**src/rtl/adder_tree_pkg.sv**
```systemverilog
// Shared constants and width helpers for the pipelined adder tree accumulator.
package adder_tree_pkg;

  localparam int unsigned DEF_BITWIDTH  = 32;
  localparam int unsigned DEF_NUM_IN    = 4;
  localparam int unsigned DEF_ACC_GUARD = 8;

  // Ceiling log2; returns 0 for n <= 1.
  function automatic int unsigned clog2(input int unsigned n);
    int unsigned r;
    r = 0;
    while ((32'd1 << r) < n) r = r + 1;
    return r;
  endfunction

  function automatic int unsigned levels_of(input int unsigned num_in);
    return clog2(num_in);
  endfunction

  function automatic int unsigned sum_w_of(input int unsigned bitwidth,
                                           input int unsigned num_in);
    return bitwidth + levels_of(num_in);
  endfunction

  function automatic int unsigned out_w_of(input int unsigned bitwidth,
                                           input int unsigned num_in,
                                           input int unsigned acc_guard);
    return sum_w_of(bitwidth, num_in) + acc_guard;
  endfunction

endpackage

```
**src/rtl/adder_tree_level.sv**
```systemverilog
// One registered adder tree level: N operands of W bits reduced pairwise to
// N/2 sums of W+1 bits, with the beat valid and mode tag carried alongside.
module adder_tree_level
  import adder_tree_pkg::*;
#(
  parameter int unsigned W = 8,
  parameter int unsigned N = 4
) (
  input  logic                     clk,
  input  logic                     rst,
  input  logic                     en,
  input  logic                     clr,
  input  logic [N*W-1:0]           opnd,
  input  logic                     opnd_valid,
  input  logic                     opnd_acc,
  output logic [(N/2)*(W+1)-1:0]   sum,
  output logic                     sum_valid,
  output logic                     sum_acc
);

  logic [(N/2)*(W+1)-1:0] pair_sum;

  // Pairwise widened addition of adjacent operands.
  always_comb begin
    pair_sum = '0;
    for (int unsigned i = 0; i < N/2; i++) begin
      pair_sum[i*(W+1) +: (W+1)] = {1'b0, opnd[(2*i)*W +: W]}
                                 + {1'b0, opnd[(2*i+1)*W +: W]};
    end
  end

  // Stage register: clear beats regardless of enable, otherwise advance on enable.
  always_ff @(posedge clk or posedge rst) begin
    if (rst) begin
      sum       <= '0;
      sum_valid <= 1'b0;
      sum_acc   <= 1'b0;
    end else if (clr) begin
      sum_valid <= 1'b0;
    end else if (en) begin
      sum       <= pair_sum;
      sum_valid <= opnd_valid;
      sum_acc   <= opnd_acc;
    end
  end

endmodule

```
**src/rtl/adder_tree_acc.sv**
```systemverilog
// Pipelined adder tree feeding a wrap-around accumulator with a sticky
// overflow flag. One register per tree level plus the accumulator register.
module adder_tree_acc
  import adder_tree_pkg::*;
#(
  parameter int unsigned BITWIDTH  = DEF_BITWIDTH,
  parameter int unsigned NUM_IN    = DEF_NUM_IN,
  parameter int unsigned ACC_GUARD = DEF_ACC_GUARD,
  localparam int unsigned LEVELS   = levels_of(NUM_IN),
  localparam int unsigned SUM_W    = sum_w_of(BITWIDTH, NUM_IN),
  localparam int unsigned OUT_W    = out_w_of(BITWIDTH, NUM_IN, ACC_GUARD)
) (
  input  logic                       iClk,
  input  logic                       iRst,
  input  logic                       iEn,
  input  logic                       iClr,
  input  logic                       iValid,
  input  logic                       iAcc,
  input  logic [NUM_IN*BITWIDTH-1:0] iData,
  output logic [OUT_W-1:0]           oData,
  output logic                       oValid,
  output logic                       oOvf
);

  for (genvar l = 0; l < LEVELS; l++) begin : g_lvl
    localparam int unsigned W = BITWIDTH + l;
    localparam int unsigned N = NUM_IN >> l;

    logic [N*W-1:0]         opnd;
    logic                   opnd_valid;
    logic                   opnd_acc;
    logic [(N/2)*(W+1)-1:0] sum;
    logic                   sum_valid;
    logic                   sum_acc;

    if (l == 0) begin : g_src
      assign opnd       = iData;
      assign opnd_valid = iValid;
      assign opnd_acc   = iAcc;
    end else begin : g_chain
      assign opnd       = g_lvl[l-1].sum;
      assign opnd_valid = g_lvl[l-1].sum_valid;
      assign opnd_acc   = g_lvl[l-1].sum_acc;
    end

    adder_tree_level #(
      .W (W),
      .N (N)
    ) u_level (
      .clk        (iClk),
      .rst        (iRst),
      .en         (iEn),
      .clr        (iClr),
      .opnd       (opnd),
      .opnd_valid (opnd_valid),
      .opnd_acc   (opnd_acc),
      .sum        (sum),
      .sum_valid  (sum_valid),
      .sum_acc    (sum_acc)
    );
  end

  logic [SUM_W-1:0] tree_sum;
  logic             tree_valid;
  logic             tree_acc;
  logic [OUT_W:0]   acc_next;

  assign tree_sum   = g_lvl[LEVELS-1].sum;
  assign tree_valid = g_lvl[LEVELS-1].sum_valid;
  assign tree_acc   = g_lvl[LEVELS-1].sum_acc;

  // Accumulate with one extra bit so the wrap carry is visible.
  always_comb begin
    acc_next = {1'b0, oData} + {{(OUT_W+1-SUM_W){1'b0}}, tree_sum};
  end

  // Accumulator, sticky overflow and one-shot update strobe.
  always_ff @(posedge iClk or posedge iRst) begin
    if (iRst) begin
      oData  <= '0;
      oValid <= 1'b0;
      oOvf   <= 1'b0;
    end else if (iClr) begin
      oData  <= '0;
      oValid <= 1'b0;
      oOvf   <= 1'b0;
    end else if (iEn) begin
      oValid <= tree_valid;
      if (tree_valid) begin
        if (tree_acc) begin
          oData <= acc_next[OUT_W-1:0];
          if (acc_next[OUT_W]) oOvf <= 1'b1;
        end else begin
          oData <= {{(OUT_W-SUM_W){1'b0}}, tree_sum};
        end
      end
    end else begin
      oValid <= 1'b0;
    end
  end

endmodule
```
**config.mk**
```make
export PLATFORM = sky130hd
export DESIGN_NAME = adder_tree_acc
export DESIGN_NICKNAME = d
export VERILOG_FILES = /design/src/rtl/adder_tree_pkg.sv /design/src/rtl/adder_tree_level.sv /design/src/rtl/adder_tree_acc.sv
export SDC_FILE = /design/constraint.sdc
export NUM_CORES = 1
export LEC_CHECK = 0
export CAP_MARGIN = 40
export CORE_MARGIN = 2
export CORE_UTILIZATION = 55
export CTS_BUF_LIST = sky130_fd_sc_hd__clkbuf_4 sky130_fd_sc_hd__clkbuf_8
export CTS_CLUSTER_SIZE = 28
export DETAILED_ROUTE_END_ITERATION = 10
export PLACE_DENSITY = 0.81
export SLEW_MARGIN = 20
export SYNTH_ARGS = -nofsm -noshare
export SYNTH_HDL_FRONTEND = slang
export SYNTH_SLANG_ARGS = --single-unit
```
**constraint.sdc**
```tcl
create_clock -name iClk -period 6 [get_ports iClk]
set_input_delay 0.6 -clock iClk [delete_from_list [all_inputs] [get_ports iClk]]
set_output_delay 0.6 -clock iClk [all_outputs]
set_load 0.05 [all_outputs]
```
### Yosys cells after proc, flatten, opt, wreduce, memory -nomap -nowiden

Index checks and enable logic that the tools add are counted.

* flip-flop bits (word level): 148
* latch bits: 0
* RAM bits: 0
* ROM bits: 0
* output and inout port bits: 44
* word-level logic and storage cells: 36
* memories: 0

* add/subtract/negate cells: 4
* multipliers: 0
* divide/modulo/power cells: 0
* magnitude comparators: 0
* equal/unequal tests: 0
* shift operators: 0
* mux-type cells: 15
* bitwise gates (word level): 1
* reductions and logical operators: 7

Operators with widths (count)
* $mux W42: 4
* $add A32 B32 Y33: 2
* $add A42 B34 Y43: 1
* $add A33 B33 Y34: 1
* $mux W1: 11
* $reduce_bool A2 Y1: 4
* $reduce_and A2 Y1: 2
* $reduce_and A4 Y1: 1
* $not A1 Y1: 1

### Depth between registers and ports, before layout

Gate-level depths: netlist of run 1.

* word-level depth: 6
* gate-level depth with buffers: 11
* gate-level depth less buffers: 11

### Modules after synthesis

Synthesis of run 1 repeated with hierarchy kept, for this count alone.

* cells, all modules: 1519
* area total of the unflattened synthesis: 12633.4 um2

Modules (own cells, without submodules)
* adder_tree_level at g_lvl[0].u_level: times used 1, cells an instance 666, area each 5600.4 um2, sequential area each 1701.6 um2
* adder_tree_acc: times used 1, cells an instance 445, area each 3778.6 um2, sequential area each 1101.1 um2
* adder_tree_level at g_lvl[1].u_level: times used 1, cells an instance 408, area each 3254.4 um2, sequential area each 900.9 um2

### Least setup slack after synthesis of run 1

OpenSTA, ideal clock, no wires.

* path type: input -> register
* from: input port iData[0]
* to: register g_lvl[0].u_level.sum[26]
* arrival time: 3053 ps
* required time: 5867 ps
* setup slack: 2814 ps
* stages on the path: 11
* buffers on the path: 0
* cell sequence: ha_1 -> fa_1 -> a211oi_1 -> o21ai_1 -> a311oi_1 -> a211oi_1 -> a2111oi_2 -> or3_1 -> o21ai_1 -> xnor2_1 -> o21ai_0

* cells in the longest elaborated chain, start to end: 1

RTL lines
* start, declared: line adder_tree_acc.sv:19 `input logic [NUM_IN*BITWIDTH-1:0] iData,`
* $add A32 B32 Y33: line adder_tree_level.sv:28 `+ {1'b0, opnd[(2*i+1)*W +: W]};`
* end signal, assigned: line adder_tree_level.sv:41 `sum <= pair_sum;`
* end, declared: line adder_tree_level.sv:16 `output logic [(N/2)*(W+1)-1:0] sum,`

Every way passes these cells.
A chain may end at the register's enable or synchronous reset.

### Worst setup path in the final report of run 1

* from: input port iData[0]
* to: register g_lvl[0].u_level.sum[32]

Same word-level chain as after synthesis.

==> results of run 1 <==
## registers in the layout, indices dropped and copies added, names as in the netlist
register	cells
oData	42
oValid	1
g_lvl.u_level.sum	100
oOvf	1
g_lvl.u_level.sum_acc	2
g_lvl.u_level.sum_valid	2
## cells by family after synthesis
group	after synthesis	share of synthesized area
compound gates	511	0.2712
simple gates	407	0.1589
mux	24	0.01986
buf+inv	79	0.02576
xor+xnor	105	0.07602
fa+ha+maj	135	0.1421
flops	148	0.3062
## layout make-up
cell class | instances | area (µm²) | area share
sequential | 148 | 3704 | 0.2541
multi-input combinational | 1182 | 8095 | 0.5554
timing repair buffer | 185 | 1864 | 0.1279
clock buffer | 24 | 317.8 | 0.02180
clock inverter | 7 | 118.9 | 0.008155
inverter | 32 | 125.1 | 0.008584
tap | 280 | 350.3 | 0.02404
## critical path, stage by stage
cell,delay [ns]
clkdlybuf4s50_1,0.40
ha_1,0.24
fa_1,0.43
a211oi_1,0.43
o21ai_1,0.17
a311oi_1,0.51
a211oi_1,0.24
a2111oi_2,0.44
o41ai_2,0.18
nand3_1,0.15
o211ai_1,0.11
o21a_1,0.11
## cells in the final DEF (no fill, tap or decap), drive strengths merged, types with 30 or more instances in the layout
| master | count |
|---|---|
| a21o | 55 |
| a21oi | 108 |
| clkdlybuf4s50 | 177 |
| o21ai | 178 |
| nor2 | 59 |
| a211oi | 30 |
| xor2 | 48 |
| ha | 131 |
| dfrtp | 148 |
| xnor2 | 57 |
| nand2 | 199 |
| inv | 33 |
## worst paths after layout
| path | start | endpoint | slack [ns] |
|---|---|---|---|
| worst max-delay path | iData[0] | g_lvl[0].u_level.sum[32]$_DFFE_PP0P_ | 2.34 |
| worst min-delay path | g_lvl[0].u_level.sum_acc$_DFFE_PP0P_ | g_lvl[1].u_level.sum_acc$_DFFE_PP0P_ | 0.48 |
| worst max register to register | g_lvl[1].u_level.sum[5]$_DFFE_PP0P_ | oData[39]$_DFFE_PP0P_ | 2.80 |
| worst min register to register | g_lvl[0].u_level.sum_acc$_DFFE_PP0P_ | g_lvl[1].u_level.sum_acc$_DFFE_PP0P_ | 0.48 |
| max in group asynchronous | iRst | g_lvl[0].u_level.sum[10]$_DFFE_PP0P_ | 4.12 |
| min in group asynchronous | iRst | oData[0]$_DFFE_PP0P_ | 0.51 |
## stage by stage
stage               area (µm²)  hold WS, ns  worst slack [ns]  utilization  instances
floorplan                12100       0.4386             1.420            -       1409
global placement         14090       0.4495             1.961       0.6497       1825
global route             14580       0.5123             2.063       0.6720       1858
CTS                      14580       0.4881             2.391       0.6720       1858
finish                   14580       0.4846             2.343       0.6720       1858
detailed placement       14140       0.4702             1.909       0.6519       1827
## metal layers
layer / vias to the layer above / GRT usage / wire [µm]
li1: 5507 / - / -
met2: 285 / 0.4043 / 13240
met4: 0 / 0.06008 / 345
met5: - / 0 / 0
met1: 5115 / 0.3598 / 14440
met3: 25 / 0.03470 / 1323
## power groups by stage
stage | Clock (µW) | Sequential (µW) | Combinational, µW
after floorplan | 0 | 1350 | 1360
after global placement | 0 | 1400 | 1720
after detailed placement | 0 | 1410 | 1770
after CTS | 861 | 1400 | 1780
after global routing | 902 | 1420 | 2020
final | 850 | 1400 | 1800
==> results.cfg, run 1 <==
[setup_path]
critical_path_required_ns = 6.35
r2r_cells = 10
critPathMaxFanout = 3
critPathCaptureType = register
start_kind = primary input
critPathKind = primary input to register
arrival_ns = 4.01

[power]
p_comb_frac = 0.444
p_seq_frac = 0.346
p_sw_uw = 1573
pwr_density_cell_mw_per_mm2 = 277.6
pwr-share-clk = 0.210
p_total_uw = 4046
ir_worst_vdd_v = 0.0001412
swShare = 0.3889
p_int_uw = 2473
power.leakage_uw = 0.006653

[routing]
vias_per_cell = 5.884
ant_nets = 0
wl_um = 29350
drtIter0Drc = 592
vias = 10930
drt_pass1_iterations = 5
wl_per_cell_um = 15.79
drc_errors = 0

[worst_hold_path]
hp-class = register to register
hold_depth = 2

[clock_tree]
tritoncts = built
clockBufferDepth = 2
cts_made_buffers = 17
cts_setup_buffers = 0
clock-sinks = 148
htree_levels = 4
path_clk_slew_ns = 0.07
clk_latency_ns = 0.47
clockRootBuffer = clkbuf_8
hold_buffers = 0
postCtsResizedCells = 0

[logic_synthesis]
yosysWarnings = 0
ys_types = 75
syn_inst = 1409
synth_area_leaders = dfrtp_1, ha_1, o21ai_0, nand2_1, a21oi_1
avgSynthCellArea_um2 = 8.585
synth_nets = 1678
synth.most_common_cell = nand2_1
synthTopCellsByCount = nand2_1, o21ai_0, dfrtp_1
ys_ff_latch = 148
synth.yosys.seq_area_share = 0.3062
synthFlopType = dfrtp_1
yosysTopAreaCell = dfrtp_1
synth_edf_count = 0
synthArstFlopShare = 1.000
synth_top_area_share = 0.3062
synthesis.area_mm2 = 0.01210

[sta]
tns_ns = 0
finalClockSkew_ns = 0.01243
clock.fmax_ghz = 0.2734
setup_viol = 0
hold_viol = 0
period_minus_slack_ns = 3.657
post-route-period-util = 0.6095
slew_headroom = 0.4808
rsz0062_at_grt = false
worst_slew_pin_slew_ns = 0.7592
slew_violations = 0

[placement]
io_buffers = 177
hpwl_um = 22800
place_congestion = 0.9629

[finish]
nets = 1835
nFillCells = 1770
drive_gt1_frac = 0.04246
num_antenna_cells = 0
syn_to_final_growth_pct = 20.49

[global_route]
grt_max_degree = 69
grt_pass1_vias = 10440
grt-ovfl-total = 0
grt_pass1_wl_um = 49090
grt_usage = 0.2510
antenna_found_initial = 0

[die]
fp.dieH_um = 152.3
dieArea_mm2 = 0.02320
ioPinCount = 178
row_count = 54
start_util = 0.5577
die_w_um = 152.3
core_mm2 = 0.02169

[outcome]
status = finished, final reports clean

[job]
drv_cap = 0
No activity file was read; power rests on OpenSTA's default activity.
==> run 2: changes to the inputs <==
CORE_UTILIZATION = 52   (was 55)
PLACE_DENSITY = 0.8   (was 0.81)
clock period = 3.2 ns   (was 6 ns; I/O delays follow)
==> run 2 against run 1 <==
  * Total power up 91%
  * Cell count up 3.6%
  * Global-route usage down 0.18 points
  * Worst hold slack worse by 0.094 ns
  * Sequential power up 89%
  * First-iteration DRC count up 9.6%
  * Sequential share of layout area down 0.98 points
  * Via count up 2.7%
  * Flip-flop and latch count unchanged
  * Clock-buffer cell count down 3
  * Clock skew up 0.0037 ns
  * Worst setup slack worse by 2.2 ns
  * Largest cell class unchanged
  * Highest routed layer unchanged
==> results.cfg, run 2 (synthesis gave the netlist of run 1 again) <==
[setup_path]
arrival_ns = 3.46
start_kind = register
critical_path_required_ns = 3.60
path_buf_inv = 0
critPathKind = register to register
cp_top_family = compound AO/OA/AOI/OAI gates
crit_chain = ha_4 > fa_2 > a211oi_2 > o311ai_4 > nand4_4 > a211oi_4 > nor3_4 > o31ai_4 > a2111oi_4 > or4_1 > a21oi_1
critPathCaptureType = register
cpMaxStageDelayCell = or4_1
critPathMaxFanout = 9
max_stage_delay_ns = 0.54

[routing]
ant_nets = 0
vias = 11230
drt_pass1_iterations = 5
vias_per_cell = 5.833
wl_um = 30380
drc_errors = 0
wl_per_cell_um = 15.78
drtIter0Drc = 649

[power]
power.leakage_uw = 0.006926
pwr_density_cell_mw_per_mm2 = 508.9
ir_worst_vdd_v = 0.0002641

[die]
fp.dieH_um = 156.5
core_mm2 = 0.02271
ioPinCount = 178
row_count = 55
start_util = 0.5327
dieArea_mm2 = 0.02450
die_w_um = 156.5

[global_route]
grt_pass1_vias = 10560
antenna_found_initial = 0
grt_usage = 0.2492
grt_pass1_wl_um = 49880
grt-ovfl-total = 0
grt_max_degree = 149

[sta]
slew_violations = 0
worst_slew_pin_slew_ns = 0.8128
post-route-period-util = 0.9567
clock.fmax_ghz = 0.3266
finalClockSkew_ns = 0.01614
hold_viol = 0
period_minus_slack_ns = 3.061
tns_ns = 0
slew_headroom = 0.4581
setup_viol = 0
layout_setup_ws_ns = 0.1386

[finish]
fin_cells = 1925
drive_gt1_frac = 0.08963
seq_area_mm2 = 0.003706
fin_util = 0.6680
num_antenna_cells = 0
syn_to_final_growth_pct = 25.41
nets = 1897
largest_reg_flops = 100
multi_input_area_mm2 = 0.008262
regMostFlops = g_lvl.u_level.sum
layout_common_cells = nand2_1, clkdlybuf4s50_1, o21ai_0
layout_commonest_cell = nand2_1
nFillCells = 1885
top_regs = g_lvl.u_level.sum (100), oData (42)

[placement]
dp_slack_ns = -0.3916
hpwl_um = 23320
io_buffers = 177
place_congestion = 0.9304
dp.cells = 1889

[clock_tree]
htree_levels = 4
path_clk_slew_ns = 0.09
clockBufferDepth = 2
clk_latency_ns = 0.47
clock-sinks = 148
cts_made_buffers = 17
tritoncts = built
clockRootBuffer = clkbuf_8

[job]
drv_cap = 0

[worst_hold_path]
hp-class = primary input to async pin

[outcome]
status = finished, final reports clean
-- run 2: changes by cell type in the layout (fill, tap and decap cells not counted), moves of 3 or more --
cell      change
a211oi_1      -3
buf_4        +62
clkbuf_8      -3
clkinv_4      +3
ha_1          -9
ha_4          +7
-- run 2: repair_timing --
action                                  in CTS  in global routing
resized for setup                            0                 26
hold buffers                                 0                  0
setup buffers                                0                  6
endpoints found under the setup margin       0                 12
-- run 2: stage by stage --
| step | area (µm²) | hold slack [ns] | total power [µW] |
|---|---|---|---|
| floorplan | 12100 | 0.3831 | 5093 |
| global placement | 14560 | 0.4562 | 6000 |
| detailed placement | 14560 | 0.4590 | 6098 |
| CTS | 14960 | 0.4358 | 7601 |
| global route | 15170 | 0.4385 | 8310 |
| finish | 15170 | 0.3909 | 7721 |
-- run 2: layout make-up --
type | count | area share
Multi-Input combinational cell | 1182 | 0.5446
Sequential cell | 148 | 0.2443
Timing Repair Buffer | 247 | 0.1531
Tap cell | 285 | 0.02351
Clock buffer | 21 | 0.01823
Clock inverter | 10 | 0.008165
Inverter | 32 | 0.008165
-- run 2: final timing paths --
| check | startpoint | to | slack, ns | cells after the start |
|---|---|---|---|---|
| setup / recovery | oData[0]$_DFFE_PP0P_ | oOvf$_DFFE_PP0P_ | 0.14 | 11 |
| hold / removal | iRst | oData[1]$_DFFE_PP0P_ | 0.39 | 3 |
| setup reg to reg | oData[0]$_DFFE_PP0P_ | oOvf$_DFFE_PP0P_ | 0.14 | 11 |
| hold reg to reg | g_lvl[0].u_level.sum_acc$_DFFE_PP0P_ | g_lvl[1].u_level.sum_acc$_DFFE_PP0P_ | 0.48 | 2 |
| max in group asynchronous | iRst | g_lvl[0].u_level.sum[42]$_DFFE_PP0P_ | 2.18 | 3 |
| min in group iClk | iAcc | g_lvl[0].u_level.sum_acc$_DFFE_PP0P_ | 0.45 | 3 |
-- run 2: power breakdown --
group,internal (µW),switching (µW),leakage (µW),total [µW]
Sequential,2260,377,0.00190,2640
Clock,753,720,0.000200,1470
Combinational,1660,1950,0.00483,3610
Total,4670,3050,0.00693,7720
-- run 2: per-layer routing --
metal	wire length, µm	GRT usage	share of wire	up-vias
li1	-	-	-	5653
met1	14770	0.3527	0.49	5243
met2	13820	0.4003	0.45	295
met3	1291	0.03157	0.042	37
met4	499	0.07383	0.016	0
met5	0	0	0	-
-- run 2: tightest hold or removal path: stages --
cell and delay [ns]:
clkdlybuf4s50_1 0.44, clkinvlp_4 0.09, buf_12 0.50
==> run 3: changes to the inputs <==
CORE_UTILIZATION = 51   (was 52)
PLACE_DENSITY = 0.79   (was 0.8)
==> run 3 against run 2 <==
  * Clock-buffer cell count fell by 1
  * Sequential power about the same
  * Global-route usage shrank 0.14 points
  * Via count increased by 0.93%
  * Critical path depth increased by 1
  * Highest routed layer unchanged
==> results.cfg, run 3 (synthesis gave the netlist of run 1 again) <==
[outcome]
status = finished, final reports clean

[die]
fp.dieH_um = 158.0
start_util = 0.5169
row_count = 56
dieArea_mm2 = 0.02497
core_mm2 = 0.02340
die_w_um = 158.0
ioPinCount = 178

[routing]
dr_wl_met2_um = 14270
met1_length_um = 14680
drtIter0Drc = 619
highest_layer = met4
ant_nets = 0
wl_met3_um = 1484
drt_pass1_iterations = 4
vias = 11330
drc_errors = 0
wl_um = 30890
vias_per_cell = 5.776
wl_per_cell_um = 15.74

[placement]
hpwl_um = 23870
dp.cells = 1925
io_buffers = 177
place_congestion = 0.9250

[finish]
syn_to_final_growth_pct = 25.88
largest_reg_flops = 100
layout_commonest_cell = nand2_1
num_antenna_cells = 0
regMostFlops = g_lvl.u_level.sum
layout_common_cells = nand2_1, clkdlybuf4s50_1, o21ai_0
nFillCells = 1953
top_regs = g_lvl.u_level.sum (100), oData (42)
fin_cells = 1962
nets = 1899
fin_util = 0.6507
drive_gt1_frac = 0.09069

[sta]
period_minus_slack_ns = 3.131
slew_headroom = 0.4889
setup_viol = 0
hold_viol = 0
finalClockSkew_ns = 0.01078
post-route-period-util = 0.9783
clock.fmax_ghz = 0.3194
slew_violations = 0
worst_slew_pin_slew_ns = 0.7638
rsz0062_at_grt = true

[worst_hold_path]
hp-class = primary input to async pin

[clock_tree]
clock-sinks = 148
path_clk_slew_ns = 0.09
htree_levels = 4
cts_made_buffers = 17
hold_buffers = 0
clockRootBuffer = clkbuf_8
tritoncts = built
clk_latency_ns = 0.46
clockBufferDepth = 2

[setup_path]
critical_path_required_ns = 3.59
critPathCaptureType = register
start_kind = register
critPathKind = register to register
arrival_ns = 3.52
critPathMaxFanout = 9

[power]
pwr_density_cell_mw_per_mm2 = 507.5
power.leakage_uw = 0.006925
ir_worst_vdd_v = 0.0002418

[global_route]
grt_pass1_wl_um = 50240
grt_max_degree = 115
grt-ovfl-total = 0
antenna_found_initial = 0
grt_pass1_vias = 10620
grt_usage = 0.2477

[job]
drv_cap = 0
==> run 3: changes by cell type in the layout (fill, tap and decap cells not counted), moves of 2 or more <==
cell	delta
clkinvlp_4	+4
ha_1	+3
clkbuf_8	-2
clkinv_4	-2
ha_4	-2
==> run 3: per-layer routing <==
layer	global-route usage	vias up
met5	0	-
met3	0.03613	27
li1	-	5654
met2	0.4058	310
met4	0.06521	0
met1	0.3438	5341
==> run 3: stage by stage <==
stage	total power (µW)	setup TNS [ns]	setup slack (ns)	instance area (µm²)	hold slack (ns)
2_1_floorplan	5093	0	0.08792	12100	0.3831
3_3_place_gp	6004	-2.316	-0.3448	14630	0.4575
3_5_place_dp	6121	-2.953	-0.4089	14630	0.4629
4_1_cts	7594	0	0.02808	15030	0.3640
5_1_grt	8299	-0.02948	-0.02948	15230	0.4018
6_report	7728	0	0.06944	15230	0.3602
==> run 3: worst paths after layout <==
check,startpoint,endpoint,slack (ns),cells after the start
setup / recovery,oData[0]$_DFFE_PP0P_,oOvf$_DFFE_PP0P_,0.07,12
hold / removal,iRst,oData[4]$_DFFE_PP0P_,0.36,3
setup reg to reg,oData[0]$_DFFE_PP0P_,oOvf$_DFFE_PP0P_,0.07,12
hold reg to reg,g_lvl[0].u_level.sum_acc$_DFFE_PP0P_,g_lvl[0].u_level.sum_acc$_DFFE_PP0P_,0.48,2
max in group asynchronous,iRst,g_lvl[0].u_level.sum[30]$_DFFE_PP0P_,2.34,3
min in group iClk,iAcc,g_lvl[0].u_level.sum_acc$_DFFE_PP0P_,0.44,3
==> run 3: power breakdown <==
| group | internal [µW] | total [µW] | switching [µW] |
|---|---|---|---|
| sequential | 2260 | 2640 | 378 |
| combinational | 1660 | 3630 | 1980 |
| clock | 717 | 1460 | 741 |
| total | 4630 | 7730 | 3100 |
==> run 3: worst max-delay path, cell delays in order, from the launching register on <==
cell	delay [ns]
dfrtp_1	0.42
ha_4	0.17
fa_2	0.23
a211oi_2	0.10
o311ai_4	0.29
nand4_4	0.16
a211oi_4	0.38
nor3_4	0.08
o31ai_4	0.31
a2111oi_4	0.11
buf_6	0.15
or4_1	0.51
a21oi_1	0.13
==> run 3: repair_timing <==
action	in CTS	in global routing
gates resized for setup	1	27
buffers inserted	0	5
pin swaps	0	9
setup endpoints to repair	1	18
==> run 3: area by class of cell <==
| class | instances | area [µm²] | area share |
|---|---|---|---|
| Timing Repair Buffer | 249 | 2354 | 0.1546 |
| Sequential cell | 148 | 3705 | 0.2433 |
| Clock buffer | 20 | 256.5 | 0.01684 |
| Clock inverter | 12 | 132.6 | 0.008710 |
| Inverter | 32 | 123.9 | 0.008135 |
| Multi-Input combinational cell | 1182 | 8257 | 0.5422 |
| Tap cell | 319 | 399.1 | 0.02621 |
